==> config.mk <==
export PLATFORM = sky130hd
export DESIGN_NAME = radar_pass_scheduler_flat
export DESIGN_NICKNAME = d
export VERILOG_FILES = /design/src/rtl/radar_pass_scheduler_if.sv /design/src/rtl/radar_pass_scheduler.sv /design/src/flat_wrapper.sv
export SDC_FILE = /design/constraint.sdc
export NUM_CORES = 1
export LEC_CHECK = 0
export ABC_AREA = 1
export BUFFER_PORTS_ARGS = -buffer_cell sky130_fd_sc_hd__clkbuf_2
export CAP_MARGIN = 5
export CORE_UTILIZATION = 53
export DETAILED_ROUTE_END_ITERATION = 8
export PLACE_DENSITY = 0.75
export RECOVER_POWER = 25
export SKIP_CTS_REPAIR_TIMING = 1
export SYNTH_ARGS = -nofsm -noshare
export SYNTH_HDL_FRONTEND = slang
export SYNTH_SLANG_ARGS = --single-unit
==> constraint.sdc <==
create_clock -name aclk -period 5.75 [get_ports aclk]
set_input_delay 0.2875 -clock aclk [delete_from_list [all_inputs] [get_ports aclk]]
set_output_delay 0.2875 -clock aclk [all_outputs]
set_load 0.01 [all_outputs]
==> src/rtl/radar_pass_scheduler_if.sv <==
// rtl/radar_pass_scheduler_if.sv - signal bundle between the PS/reader side and radar_pass_scheduler
// master: PS/reader side; drives s_entry_data/s_entry_valid, rdr_sts_data, clr_flags
// slave : scheduler side; drives s_entry_ready, rdr_cfg_data, pass_strobe, entry_done,
//         sts_level, sts_pass, sts_flags
interface radar_pass_scheduler_if #(
  parameter int QUEUE_DEPTH = 4,
  parameter int CFG_WIDTH   = 16,
  parameter int REP_WIDTH   = 16
);
  localparam int LVL_W = $clog2(QUEUE_DEPTH) + 1;

  logic [CFG_WIDTH+REP_WIDTH-1:0] s_entry_data;
  logic                           s_entry_valid;
  logic                           s_entry_ready;
  logic [CFG_WIDTH-1:0]           rdr_cfg_data;
  logic [CFG_WIDTH-1:0]           rdr_sts_data;
  logic                           pass_strobe;
  logic                           entry_done;
  logic [LVL_W-1:0]               sts_level;
  logic [REP_WIDTH-1:0]           sts_pass;
  logic [1:0]                     sts_flags;
  logic                           clr_flags;

  modport master (
    output s_entry_data, s_entry_valid, rdr_sts_data, clr_flags,
    input  s_entry_ready, rdr_cfg_data, pass_strobe, entry_done,
           sts_level, sts_pass, sts_flags
  );

  modport slave (
    input  s_entry_data, s_entry_valid, rdr_sts_data, clr_flags,
    output s_entry_ready, rdr_cfg_data, pass_strobe, entry_done,
           sts_level, sts_pass, sts_flags
  );
endinterface

==> src/rtl/radar_pass_scheduler.sv <==
// rtl/radar_pass_scheduler.sv - chooses the waveform cfg the radar RAM reader plays on each pass
// aclk, areset    : clock, asynchronous active-high reset
// bus.s_entry_*   : entry push {repeats, reader cfg}; repeats 0 = forever
// bus.rdr_cfg_data: cfg word to reader ([15:14] quarter, [13:0] last burst index)
// bus.rdr_sts_data: reader status address, used to detect pass starts
// bus.pass_strobe : pulse per detected pass start
// bus.entry_done  : pulse when the successor entry is loaded
// bus.sts_level   : queued entries (active entry excluded)
// bus.sts_pass    : passes started on the active entry
// bus.sts_flags   : [0] sticky underrun, [1] sticky rejected entry; bus.clr_flags clears
module radar_pass_scheduler #(
  parameter int QUEUE_DEPTH = 4,
  parameter int CFG_WIDTH   = 16,
  parameter int REP_WIDTH   = 16
) (
  input  logic                   aclk,
  input  logic                   areset,
  radar_pass_scheduler_if.slave  bus
);
  localparam int IDX_W = CFG_WIDTH - 2;
  localparam int PTR_W = $clog2(QUEUE_DEPTH);
  localparam int LVL_W = PTR_W + 1;
  localparam int ENT_W = CFG_WIDTH + REP_WIDTH;

  typedef enum logic {ST_IDLE, ST_RUN} state_t;

  state_t               state_q, state_d;
  logic [ENT_W-1:0]     queue_q [QUEUE_DEPTH];
  logic [ENT_W-1:0]     queue_d [QUEUE_DEPTH];
  logic [PTR_W-1:0]     wr_ptr_q, wr_ptr_d, rd_ptr_q, rd_ptr_d;
  logic [LVL_W-1:0]     level_q, level_d;
  logic                 ready_q, ready_d;
  logic [CFG_WIDTH-1:0] cfg_q, cfg_d;
  logic [REP_WIDTH-1:0] rep_q, rep_d;
  logic [REP_WIDTH-1:0] pass_q, pass_d;
  logic                 fresh_q, fresh_d;
  logic [IDX_W-1:0]     prev_q, prev_d;
  logic                 strobe_q, strobe_d;
  logic                 done_q, done_d;
  logic [1:0]           flags_q, flags_d;

  logic [CFG_WIDTH-1:0] entry_cfg;
  logic [REP_WIDTH-1:0] entry_rep;
  logic [ENT_W-1:0]     head;
  logic                 push_fire, pass_start, at_final, pop_ok, enq, deq;
  logic [REP_WIDTH-1:0] new_pass, rep_last;
  logic                 unused_sts_quarter;

  assign entry_cfg = bus.s_entry_data[CFG_WIDTH-1:0];
  assign entry_rep = bus.s_entry_data[ENT_W-1:CFG_WIDTH];
  assign head      = queue_q[rd_ptr_q];
  assign push_fire = bus.s_entry_valid && ready_q;

  // Only the index field wraps; the quarter bits play no part in pass detection.
  assign pass_start = (bus.rdr_sts_data[IDX_W-1:0] == '0) && (prev_q != '0);
  assign unused_sts_quarter = ^bus.rdr_sts_data[CFG_WIDTH-1:IDX_W];

  // The first start after a cfg change is the reader still finishing the old cfg,
  // so it counts as pass 0 of the new entry rather than incrementing.
  assign new_pass = fresh_q ? '0 : ((pass_q == '1) ? pass_q : pass_q + REP_WIDTH'(1));
  assign rep_last = rep_q - REP_WIDTH'(1);
  // ">=" keeps a starved entry eligible for a pop on every later start.
  assign at_final = (rep_q != '0) && (new_pass >= rep_last);
  assign pop_ok   = (rep_q == '0) || at_final;

  always_comb begin
    state_d  = state_q;
    queue_d  = queue_q;
    wr_ptr_d = wr_ptr_q;
    rd_ptr_d = rd_ptr_q;
    level_d  = level_q;
    cfg_d    = cfg_q;
    rep_d    = rep_q;
    pass_d   = pass_q;
    fresh_d  = fresh_q;
    prev_d   = bus.rdr_sts_data[IDX_W-1:0];
    strobe_d = pass_start;
    done_d   = 1'b0;
    flags_d  = bus.clr_flags ? 2'b00 : flags_q;
    enq      = 1'b0;
    deq      = 1'b0;

    if (push_fire) begin
      if (entry_cfg[IDX_W-1:0] == '0) begin
        flags_d[1] = 1'b1;
      end else if (state_q == ST_IDLE) begin
        cfg_d   = entry_cfg;
        rep_d   = entry_rep;
        pass_d  = '0;
        fresh_d = 1'b1;
        state_d = ST_RUN;
      end else begin
        enq = 1'b1;
      end
    end

    if ((state_q == ST_RUN) && pass_start) begin
      pass_d  = new_pass;
      fresh_d = 1'b0;
      if (pop_ok && (level_q != '0)) begin
        deq     = 1'b1;
        cfg_d   = head[CFG_WIDTH-1:0];
        rep_d   = head[ENT_W-1:CFG_WIDTH];
        pass_d  = '0;
        fresh_d = 1'b1;
        done_d  = 1'b1;
      end else if ((rep_q != '0) && (new_pass == rep_last)) begin
        flags_d[0] = 1'b1;
      end
    end

    if (enq) begin
      queue_d[wr_ptr_q] = bus.s_entry_data;
      wr_ptr_d          = wr_ptr_q + PTR_W'(1);
    end
    if (deq) begin
      rd_ptr_d = rd_ptr_q + PTR_W'(1);
    end
    if (enq && !deq) begin
      level_d = level_q + LVL_W'(1);
    end else if (!enq && deq) begin
      level_d = level_q - LVL_W'(1);
    end
    ready_d = (level_d != LVL_W'(QUEUE_DEPTH));
  end

  always_ff @(posedge aclk or posedge areset) begin
    if (areset) begin
      state_q  <= ST_IDLE;
      for (int i = 0; i < QUEUE_DEPTH; i++) begin
        queue_q[i] <= '0;
      end
      wr_ptr_q <= '0;
      rd_ptr_q <= '0;
      level_q  <= '0;
      ready_q  <= 1'b0;
      cfg_q    <= '0;
      rep_q    <= '0;
      pass_q   <= '0;
      fresh_q  <= 1'b0;
      prev_q   <= '0;
      strobe_q <= 1'b0;
      done_q   <= 1'b0;
      flags_q  <= 2'b00;
    end else begin
      state_q  <= state_d;
      queue_q  <= queue_d;
      wr_ptr_q <= wr_ptr_d;
      rd_ptr_q <= rd_ptr_d;
      level_q  <= level_d;
      ready_q  <= ready_d;
      cfg_q    <= cfg_d;
      rep_q    <= rep_d;
      pass_q   <= pass_d;
      fresh_q  <= fresh_d;
      prev_q   <= prev_d;
      strobe_q <= strobe_d;
      done_q   <= done_d;
      flags_q  <= flags_d;
    end
  end

  assign bus.s_entry_ready = ready_q;
  assign bus.rdr_cfg_data  = cfg_q;
  assign bus.pass_strobe   = strobe_q;
  assign bus.entry_done    = done_q;
  assign bus.sts_level     = level_q;
  assign bus.sts_pass      = pass_q;
  assign bus.sts_flags     = flags_q;
endmodule

==> src/flat_wrapper.sv <==
// flat-port wrapper written by rule: the top's interface ports become plain ports
module radar_pass_scheduler_flat 
#(
  parameter int QUEUE_DEPTH = 4,
  parameter int CFG_WIDTH   = 16,
  parameter int REP_WIDTH   = 16
)
  (aclk, areset, bus_s_entry_data, bus_s_entry_valid, bus_rdr_sts_data, bus_clr_flags, bus_s_entry_ready, bus_rdr_cfg_data, bus_pass_strobe, bus_entry_done, bus_sts_level, bus_sts_pass, bus_sts_flags);
  radar_pass_scheduler_if #(.QUEUE_DEPTH(QUEUE_DEPTH), .CFG_WIDTH(CFG_WIDTH), .REP_WIDTH(REP_WIDTH)) bus_i ();
  input  logic aclk;
  input  logic areset;
  input wire logic [$bits(bus_i.s_entry_data)-1:0] bus_s_entry_data;
  input wire logic [$bits(bus_i.s_entry_valid)-1:0] bus_s_entry_valid;
  input wire logic [$bits(bus_i.rdr_sts_data)-1:0] bus_rdr_sts_data;
  input wire logic [$bits(bus_i.clr_flags)-1:0] bus_clr_flags;
  output wire logic [$bits(bus_i.s_entry_ready)-1:0] bus_s_entry_ready;
  output wire logic [$bits(bus_i.rdr_cfg_data)-1:0] bus_rdr_cfg_data;
  output wire logic [$bits(bus_i.pass_strobe)-1:0] bus_pass_strobe;
  output wire logic [$bits(bus_i.entry_done)-1:0] bus_entry_done;
  output wire logic [$bits(bus_i.sts_level)-1:0] bus_sts_level;
  output wire logic [$bits(bus_i.sts_pass)-1:0] bus_sts_pass;
  output wire logic [$bits(bus_i.sts_flags)-1:0] bus_sts_flags;
  assign bus_i.s_entry_data = bus_s_entry_data;
  assign bus_i.s_entry_valid = bus_s_entry_valid;
  assign bus_i.rdr_sts_data = bus_rdr_sts_data;
  assign bus_i.clr_flags = bus_clr_flags;
  assign bus_s_entry_ready = bus_i.s_entry_ready;
  assign bus_rdr_cfg_data = bus_i.rdr_cfg_data;
  assign bus_pass_strobe = bus_i.pass_strobe;
  assign bus_entry_done = bus_i.entry_done;
  assign bus_sts_level = bus_i.sts_level;
  assign bus_sts_pass = bus_i.sts_pass;
  assign bus_sts_flags = bus_i.sts_flags;
  radar_pass_scheduler #(.QUEUE_DEPTH(QUEUE_DEPTH), .CFG_WIDTH(CFG_WIDTH), .REP_WIDTH(REP_WIDTH)) u_core (.aclk(aclk), .areset(areset), .bus(bus_i));
endmodule
# After elaboration in Yosys (flattened, before gate mapping)

Index checks and enable logic that the tools add are counted.

Register bits after elaboration: 204
Input bits: 52
Output and inout port bits: 40
Logic and storage cells: 96

Add/subtract/negate cells: 6
Order comparisons: 4
Equal/unequal tests: 5
Mux-type cells: 40
Bitwise gates (word level): 3
Reductions and logical operators: 21

Operator list:

| kind                  | count |
|---|---|
| $mux 16               | 17 |
| $bwmux 128            | 1 |
| $mux 32               | 3 |
| $bmux 32 s2           | 1 |
| $demux 32 s2          | 1 |
| $logic_not 14->1      | 2 |
| $add 16x1->16 const B | 1 |
| $eq 16x16->1          | 1 |
| $eq 16x16->1 const B  | 1 |
| $ge 16x16->1          | 1 |
| $logic_not 16->1      | 1 |
| $reduce_bool 16->1    | 1 |
| $sub 16x1->16 const B | 1 |
| $mux 1                | 14 |
| $reduce_bool 14->1    | 1 |
| $logic_and 1x1->1     | 9 |
| $ge 3x3->1 const B    | 2 |
| $mux 3                | 2 |
| $not 2->3             | 2 |
| $add 2x1->2 const B   | 2 |
| $ne 2x2->1 const B    | 2 |
| $add 3x1->3 const B   | 1 |
| $lt 3x1->1 const B    | 1 |
| $ne 3x3->1 const B    | 1 |
| other kinds (9)       | 10 |

# Longest topological paths before layout

Gate-level depths: netlist of run 1.

Depth after elaboration: 13
Depth in mapped cells: 26

# Least setup slack after synthesis of run 1

Ideal clock, no wire load.

Path type: reg2reg
From: register u_core.pass_q[0] (netlist: u_core.bus.sts_pass[0])
To: register u_core.rep_q[10]
Data arrival time: 2.999 ns
Required time: 5.633 ns
Setup slack: 2.634 ns
Cell stages (with the launch flop): 22
Buffers on the path: 2
Period minus slack after synthesis: 3.116 ns
Cell sequence: dfrtp_1 > ha_1 > nand2_1 > nor3_4 > nand2_1 > nor2_4 > nand3_1 > xor2_1 > o21ai_0 > inv_1 > ha_1 > nand2_1 > nor2_1 > nand4_1 > nor2_1 > nor2_1 > nand2_2 > nand3_2 > buf_6 > buf_6 > o21ai_1 > inv_1

Cells in the longest elaborated chain, start to end: 9
Elaborated cells on any way between the ends: 10
Those cells by class: add/sub: 1; order compare: 1; eq/ne: 1; mux: 4; reduce/logical: 3

Ends and longest elaborated chain:

| item                                          | line                        | RTL |
|---|---|---|
| from (decl)                                   | radar_pass_scheduler.sv:35  | `logic [REP_WIDTH-1:0] pass_q, pass_d;` |
| from (signal assigned)                        | radar_pass_scheduler.sv:154 | `pass_q <= pass_d;` |
| $add 16x1->16 or $eq 16x16->1 (tied branches) | radar_pass_scheduler.sv:60  | `assign new_pass = fresh_q ? '0 : ((pass_q == '1) ? pass_q : pass_q + REP_WIDTH'(1));` |
| $mux 16 * (2 in a row)                        | radar_pass_scheduler.sv:60  |  |
| $ge 16x16->1 *                                | radar_pass_scheduler.sv:63  | `assign at_final = (rep_q != '0) && (new_pass >= rep_last);` |
| $logic_and 1x1->1 *                           | radar_pass_scheduler.sv:63  |  |
| $logic_or 1x1->1 *                            | radar_pass_scheduler.sv:64  | `assign pop_ok = (rep_q == '0) \|\| at_final;` |
| $logic_and 1x1->1 *                           | radar_pass_scheduler.sv:100 | `if (pop_ok && (level_q != '0)) begin` |
| $mux 16 *                                     | radar_pass_scheduler.sv:100 |  |
| $mux 16 *                                     | radar_pass_scheduler.sv:97  | `if ((state_q == ST_RUN) && pass_start) begin` |
| net u_core.rep_d[10]                          | radar_pass_scheduler.sv:34  | `logic [REP_WIDTH-1:0] rep_q, rep_d;` |
| to (signal assigned)                          | radar_pass_scheduler.sv:153 | `rep_q <= rep_d;` |
| to (decl)                                     | radar_pass_scheduler.sv:34  |  |

The timed path passes the listed nets; every way through them passes the cells marked *.
A chain may end at the register's enable or synchronous reset.

# Final worst setup path of run 1

From: register u_core.pass_q[0] (netlist: u_core.bus.sts_pass[0])
To: register u_core.ready_q (netlist: u_core.bus.s_entry_ready)

Cells in the longest elaborated chain, start to end: 13
Elaborated cells on any way between the ends: 16
Those cells by class: add/sub: 1; order compare: 1; eq/ne: 2; mux: 6; reduce/logical: 6

Ends and longest elaborated chain:

| item                                                 | line                                                     | RTL |
|---|---|---|
| $add 16x1->16 or $eq 16x16->1 (tied branches)        | radar_pass_scheduler.sv:60                               |  |
| $mux 16 * (2 in a row)                               | radar_pass_scheduler.sv:60                               |  |
| $ge 16x16->1 *                                       | radar_pass_scheduler.sv:63                               |  |
| $logic_and 1x1->1 *                                  | radar_pass_scheduler.sv:63                               |  |
| $logic_or 1x1->1 *                                   | radar_pass_scheduler.sv:64                               |  |
| $logic_and 1x1->1 *                                  | radar_pass_scheduler.sv:100                              |  |
| $mux 1 *                                             | radar_pass_scheduler.sv:100                              |  |
| $mux 1 *                                             | radar_pass_scheduler.sv:97                               |  |
| $logic_and 1x1->1 or $logic_not 1->1 (tied branches) | radar_pass_scheduler.sv:121, radar_pass_scheduler.sv:119 |  |
| $mux 3 or $logic_and 1x1->1 (tied branches)          | radar_pass_scheduler.sv:121, radar_pass_scheduler.sv:119 |  |
| $mux 3 *                                             | radar_pass_scheduler.sv:119                              | `if (enq && !deq) begin` |
| net u_core.level_d[2]                                | radar_pass_scheduler.sv:31                               | `logic [LVL_W-1:0] level_q, level_d;` |
| $ne 3x3->1 *                                         | radar_pass_scheduler.sv:124                              | `ready_d = (level_d != LVL_W'(QUEUE_DEPTH));` |
| net u_core.ready_d                                   | radar_pass_scheduler.sv:32                               | `logic ready_q, ready_d;` |
| to (signal assigned)                                 | radar_pass_scheduler.sv:151                              | `ready_q <= ready_d;` |
| to (decl)                                            | radar_pass_scheduler.sv:32                               |  |

Marks and branches as above.

==> results of run 1 <==
## metal layers
layer	vias up	routed length [µm]	GRT usage (%)
li1	4143	-	-
met1	4065	10500	32.6
met2	232	11800	41.2
met3	32	1210	3.39
met4	0	365	5.83
met5	-	0	0
## cell type report
type | count | share of cell area [%]
Clock inverter | 10 | 0.975
Inverter | 185 | 5.86
Timing Repair Buffer | 113 | 4.98
Sequential cell | 204 | 42.8
Multi-Input combinational cell | 778 | 36.9
Tap cell | 265 | 2.78
Clock buffer | 34 | 5.76
## final timing paths
check	start	slack [ps]	end	depth (start not counted)
setup / recovery	u_core.bus.sts_pass[0]	1430	u_core.bus.s_entry_ready	24
hold reg to reg	u_core.queue_q[102]	480	u_core.queue_q[102]	1
hold / removal	bus_s_entry_data[0]	20	u_core.queue_q[0]	3
max in group asynchronous	areset	1890	u_core.rd_ptr_q[0]	4
min in group asynchronous	areset	730	u_core.bus.s_entry_ready	3
setup reg to reg	u_core.bus.sts_pass[0]	1430	u_core.bus.s_entry_ready	24
## stage by stage
step	worst slack [ps]	hold WS (ps)
floorplan	2630	319
global placement	1540	417
detailed placement	1510	418
CTS	1480	-111
global route	1000	9.47
finish	1430	22.3
## worst max-delay path, stage by stage (launching register included)
cell     delay [ps]
dfrtp_1         430
ha_1            230
nand2_1         140
nor3_4          180
nand2_1         150
nor2_4          190
nand3_1         110
xor2_1          150
o21ai_0         350
inv_1            90
ha_1            300
nand2_1          50
nor2_1          120
nand4_1         130
nor2_1          200
nor2_1           80
nand2_2         110
nand3_2          70
buf_4           270
inv_2           480
nand3_1         130
nand2_1          90
nand2_1          50
nand2_1          70
nand2_1          50
## layout by cell type, fill, tap and decap left out, types with 2 or more instances in the layout
cell type | synthesis | final
a21oi_1 | 70 | 70
buf_4 | 3 | 6
bufinv_16 | 0 | 2
clkbuf_1 | 24 | 60
clkbuf_16 | 0 | 24
clkbuf_2 | 6 | 35
clkbuf_8 | 0 | 5
clkinv_2 | 0 | 5
clkinvlp_2 | 0 | 2
clkinvlp_4 | 0 | 2
dfrtp_1 | 204 | 203
dlygate4sd3_1 | 0 | 16
ha_1 | 26 | 26
inv_1 | 173 | 172
inv_2 | 10 | 10
mux2_2 | 12 | 12
mux2_4 | 24 | 24
nand2_1 | 215 | 215
nand2_2 | 5 | 5
nand2_4 | 2 | 2
nand3_1 | 69 | 69
nand4_1 | 13 | 13
nor2_1 | 51 | 54
nor2_2 | 2 | 2
nor2_8 | 3 | 2
nor3_1 | 12 | 12
o21a_1 | 30 | 30
o21ai_0 | 171 | 171
o21ai_1 | 19 | 19
o22ai_1 | 14 | 14
xnor2_1 | 6 | 6
xor2_1 | 20 | 20
## flip-flops by register name, summed over array words and instances, names as in the netlist
signal / flops
u_core.bus.sts_pass: 16
u_core.bus.s_entry_ready: 1
u_core.bus.sts_level: 3
u_core.bus.rdr_cfg_data: 16
u_core.bus.entry_done: 1
u_core.queue_q: 128
u_core.rep_q: 16
u_core.state_q: 1
u_core.bus.pass_strobe: 1
u_core.prev_q: 14
u_core.bus.sts_flags: 2
u_core.fresh_q: 1
u_core.rd_ptr_q: 2
u_core.wr_ptr_q: 2
## cells by family after synthesis
logic type                 count (synthesis)
xor gates and xnor gates                  26
AOI/OAI and AO/OA                        309
adders and majority gates                 26
muxes                                     36
buffers and inverters                    244
DFF                                      204
and+or+nand+nor                          381
## power breakdown
| group | switching (W) | internal [W] |
|---|---|---|
| Combinational | 0.000660 | 0.000522 |
| Sequential | 0.000191 | 0.00191 |
| Clock | 0.000599 | 0.000924 |
| Total | 0.00145 | 0.00336 |
## cell usage after synthesis (15+ instances only)
library cell / n / share of area, %
inv_1: 173 / 6.1
xor2_1: 20 / 1.7
ha_1: 26 / 3.1
a21oi_1: 70 / 3.3
nand3_1: 69 / 3.3
nor2_1: 51 / 1.8
buf_2: 15 / 0.71
dfrtp_1: 204 / 48
mux2_4: 24 / 3.4
o21ai_1: 19 / 0.90
nand2_1: 215 / 7.6
o21a_1: 30 / 2.1
clkbuf_1: 24 / 0.85
o21ai_0: 171 / 8.1
==> impl_metrics.yaml, run 1 <==
grt:
  gr-total-overflow: 0
  grt_pass1_wl_mm: 39.6
  grt_pass1_vias: 7985
  antenna_found_initial: 0
  grtUsageTotal_pct: 24.2
  grt_max_degree: 166
critical_path:
  worstPathRequired_ps: 6150
  critical_path_class: "reg -> reg"
  worstSetupStartpointType: "flop"
  crit_path_max_fanout: 40
  cp-end-kind: "flop"
  crit_arrival_ps: 4720
layout:
  syn_to_final_growth_pct: 13.0
  drive_above_1_share_pct: 11.3
  nets: 1384
  multi_input_area_um2: 4400
  fin_cells: 1589
  fillers: 1711
  final_core_util_pct: 61.1
  diodes: 0
  regArea_um2: 5110
  final_area_um2: 11900
detailed_routing:
  avgViaCountPerCell: 5.33
  drt_first_iter_violations: 600
  drcViolationCount: 0
  wl_per_cell_um: 15.1
  drtAntennaViolNets: 0
  finalWirelength_mm: 24.0
  vias: 8472
  first_pass_iters: 5
yosys:
  ys_warn_count: 0
  async_flop_share_pct: 100
  synthMuxAreaShare_pct: 4.69
  syn_area_per_cell_um2: 8.62
  yosysSeqAreaShare_pct: 48.3
  synth_cell_types: 42
  synthSimpleGateAreaFrac_pct: 16.3
  syn_inst: 1226
  ys_ff_latch: 204
  synth_edf_count: 0
  synthAdderAreaFrac_pct: 3.08
  ys.flop_type: "dfrtp_1"
  syn-cell-area_um2: 10600
  synth_top_family_by_area: "simple AND/OR/NAND/NOR gates"
  synth_compound_area_share_pct: 15.7
  synth-xor-area-share_pct: 2.16
  syn-num-nets: 1304
sta:
  drv_slew: 207
  finalSetupViolCount: 0
  post-route-period-util_pct: 75.1
  rsz0062_at_grt: "no"
  fin_tns_setup_ps: 0
  fin_crit_ps: 4320
  hold_violations: 0
  tightest_slew_ps: 2210
  clock.fmax_mhz: 232
  max_slew_margin_pct: -47.4
  fin_skew_ps: 14.6
floorplan:
  io_pins: 92
  core_um2: 19500
  fp-row-count: 51
  dieArea_um2: 20500
  die_w_um: 143
  dieHeight_um: 143
  start_util_pct: 54.1
power:
  power_w: 0.00481
  power_density_nw_per_um2: 403
  leakage_nw: 5.94
  peakVddDrop_v: 0.000295
min_path:
  worstHoldPathType: "in -> reg"
clock_network:
  cts_buffers: 24
  cts.sinks: 204
  h-tree-depth: 1
  insertion_delay_ps: 520
  clkTransAtPathRegs_ps: 60
  root_buffer: "clkbuf_16"
  clockBufferDepth: 3
  cts_tree: "yes"
placement:
  post-place-cells: 1529
  place_area_um2: 11100
  hpwl_mm: 14.8
  place.gp.congestion: 0.927
  io_buffers: 89
job:
  cap_violations: 2
status:
  status: "finished, violations left"
  violations: "max-capacitance violations, max-slew violations"
Power figures use the tool's default switching activity.
==> run 2, diff against run 1 <==
Clock period 5.75 ns to 3.75 ns, I/O delays scaled along.
==> run 2 against run 1 <==
  * Clock skew is essentially flat
  * Largest power group unchanged
  * The run ends with negative hold slack, max-capacitance violations, max-slew violations left
  * Wire length grew 2.0%
  * Clock-buffer cell count shrank 5
  * Final cell count up 2.6%
  * Maximum frequency is 19% higher
  * Core utilization is 2.4 points higher
  * Sequential share of layout area shrank 1.6 points
  * Setup slack got worse by 1300 ps
  * Flip-flop and latch count unchanged
  * Via count increased by 2.1%
==> impl_metrics.yaml, run 2 (synthesis gave the netlist of run 1 again) <==
detailed_routing:
  drtAntennaViolNets: 0
  met1Wirelength_mm: 11.0
  drt_first_iter_violations: 584
  avgViaCountPerCell: 5.31
  drcViolationCount: 0
  met2_length_mm: 11.8
  vias: 8649
  wl_per_cell_um: 15.0
  first_pass_iters: 5
  finalWirelength_mm: 24.4
  dr.max_layer_used: "met4"
  met3WireLength_mm: 1.23
sta:
  hold_violations: 21
  whs_ps: -41.1
  fin_skew_ps: 15.1
  drv_slew: 123
  finalSetupViolCount: 0
  fin_tns_setup_ps: 0
  clock.fmax_mhz: 276
  post-route-period-util_pct: 96.7
  tightest_slew_ps: 1640
  fin_crit_ps: 3630
  max_slew_margin_pct: -9.11
  worst_slack_ps: 124
power:
  comb_power_share_pct: 25.1
  leakage_nw: 6.15
  swShare_pct: 30.2
  peakVddDrop_v: 0.000458
  p_int_w: 0.00518
  power_density_nw_per_um2: 598
  p_clk_share_pct: 31.3
  seqPwrFrac_pct: 43.6
  power.switching_w: 0.00224
layout:
  final_common_cell: "nand2_1"
  drive_above_1_share_pct: 13.3
  fin_cells: 1630
  diodes: 0
  largest_reg_flops: 128
  fillers: 1634
  final_cell_mix: "nand2_1, dfrtp_1, inv_1"
  largest_register: "u_core.queue_q"
  syn_to_final_growth_pct: 17.4
  nets: 1426
floorplan:
  fp-row-count: 51
  die_w_um: 143
  io_pins: 92
  core_um2: 19500
  dieHeight_um: 143
  start_util_pct: 54.1
  dieArea_um2: 20500
critical_path:
  crit_arrival_ps: 4030
  cp_slowest_cell: "dfrtp_1"
  path_cells: "ha_2 > nand2_2 > nor3_4 > nand2_2 > nor2_4 > buf_4 > a21oi_1 > o21ai_1 > inv_1 > ha_1 > nand2_1 > nor2_2 > nand4_1 > nor2_2 > nor2_1 > nand2_2 > nand3_4 > buf_12 > nand2_2 > nand2_1 > nand2_1 > nand2_1 > nor2_1 > nand2_1"
  worstSetupStartpointType: "flop"
  worstPathRequired_ps: 4150
  max_stage_delay_ps: 370
  critical_path_class: "reg -> reg"
  path_delay_family: "simple AND/OR/NAND/NOR gates"
  crit_path_max_fanout: 20
  cpMostUsedCell: "nand2_1"
  cp-end-kind: "flop"
  path_buf_inv: 3
grt:
  grt_max_degree: 131
  grtUsageTotal_pct: 23.9
  grt_pass1_wl_mm: 39.2
  antenna_found_initial: 0
  gr-total-overflow: 0
  grt_pass1_vias: 8077
clock_network:
  root_buffer: "clkbuf_16"
  cts.sinks: 204
  cts_buffers: 23
  clkTransAtPathRegs_ps: 60
  cts_tree: "yes"
  clockBufferDepth: 3
  h-tree-depth: 1
  insertion_delay_ps: 510
status:
  violations: "negative hold slack, max-capacitance violations, max-slew violations"
  status: "finished, violations left"
min_path:
  worstHoldPathType: "in -> reg"
placement:
  hpwl_mm: 14.9
  io_buffers: 89
  place.gp.congestion: 0.927
  place_ws_ps: 107
  post-place-cells: 1538
job:
  cap_violations: 1
-- run 2: cell types whose count changed in the layout (fill, tap and decap cells not counted), sizes merged --
cell and delta:
nand4 +1, buf +17, clkbuf -4, clkinvlp -1, inv +2, bufinv +1, dlygate4sd3 +24, clkinv +1
-- run 2: stage by stage --
stage	area, µm²	power [W]	util, %
4_1_cts	12000	0.00744	61.3
3_3_place_gp	11200	0.00500	57.2
3_5_place_dp	11200	0.00510	57.2
2_1_floorplan	10600	0.00468	-
5_1_grt	12400	0.00787	63.5
6_report	12400	0.00742	63.5
-- run 2: path summary, 6_finish.rpt --
check                                        from                  endpoint  slack (ps)  depth (start not counted)
max in group asynchronous                  areset        u_core.rd_ptr_q[0]         760                          4
hold reg to reg                u_core.queue_q[98]        u_core.queue_q[98]         480                          1
min in group asynchronous                  areset   u_core.bus.sts_level[1]         500                          3
setup / recovery           u_core.bus.sts_pass[1]  u_core.bus.s_entry_ready         120                         24
hold / removal               bus_s_entry_data[29]        u_core.queue_q[29]         -40                          3
setup reg to reg           u_core.bus.sts_pass[1]  u_core.bus.s_entry_ready         120                         24
-- run 2: power by group through the flow --
stage / registers [W] / clock network, W / logic, W
2_1_floorplan: 0.00319 / 0 / 0.00149
3_3_place_gp: 0.00323 / 0 / 0.00177
3_5_place_dp: 0.00326 / 0 / 0.00183
4_1_cts: 0.00323 / 0.00235 / 0.00185
5_1_grt: 0.00331 / 0.00244 / 0.00212
6_report: 0.00324 / 0.00232 / 0.00186
-- run 2: area by class of cell --
type                       instances  area [µm²]  share of cell area [%]
multi-input combinational        779        4460                    35.9
timing repair buffer             155        1000                    8.08
tap                              265         332                    2.67
clock buffer                      29         638                    5.15
inverter                         185         708                    5.71
sequential                       204        5110                    41.2
clock inverter                    13         153                    1.23
-- run 2: routing by layer --
layer / vias up / global-route usage, %
li1: 4232 / -
met1: 4144 / 32.9
met2: 232 / 39.7
met3: 41 / 3.39
met4: 0 / 5.94
met5: - / 0
-- run 2: tightest hold or removal path, stage by stage --
cell and delay [ps]:
clkbuf_2 120, nand2_1 60, o21ai_0 60
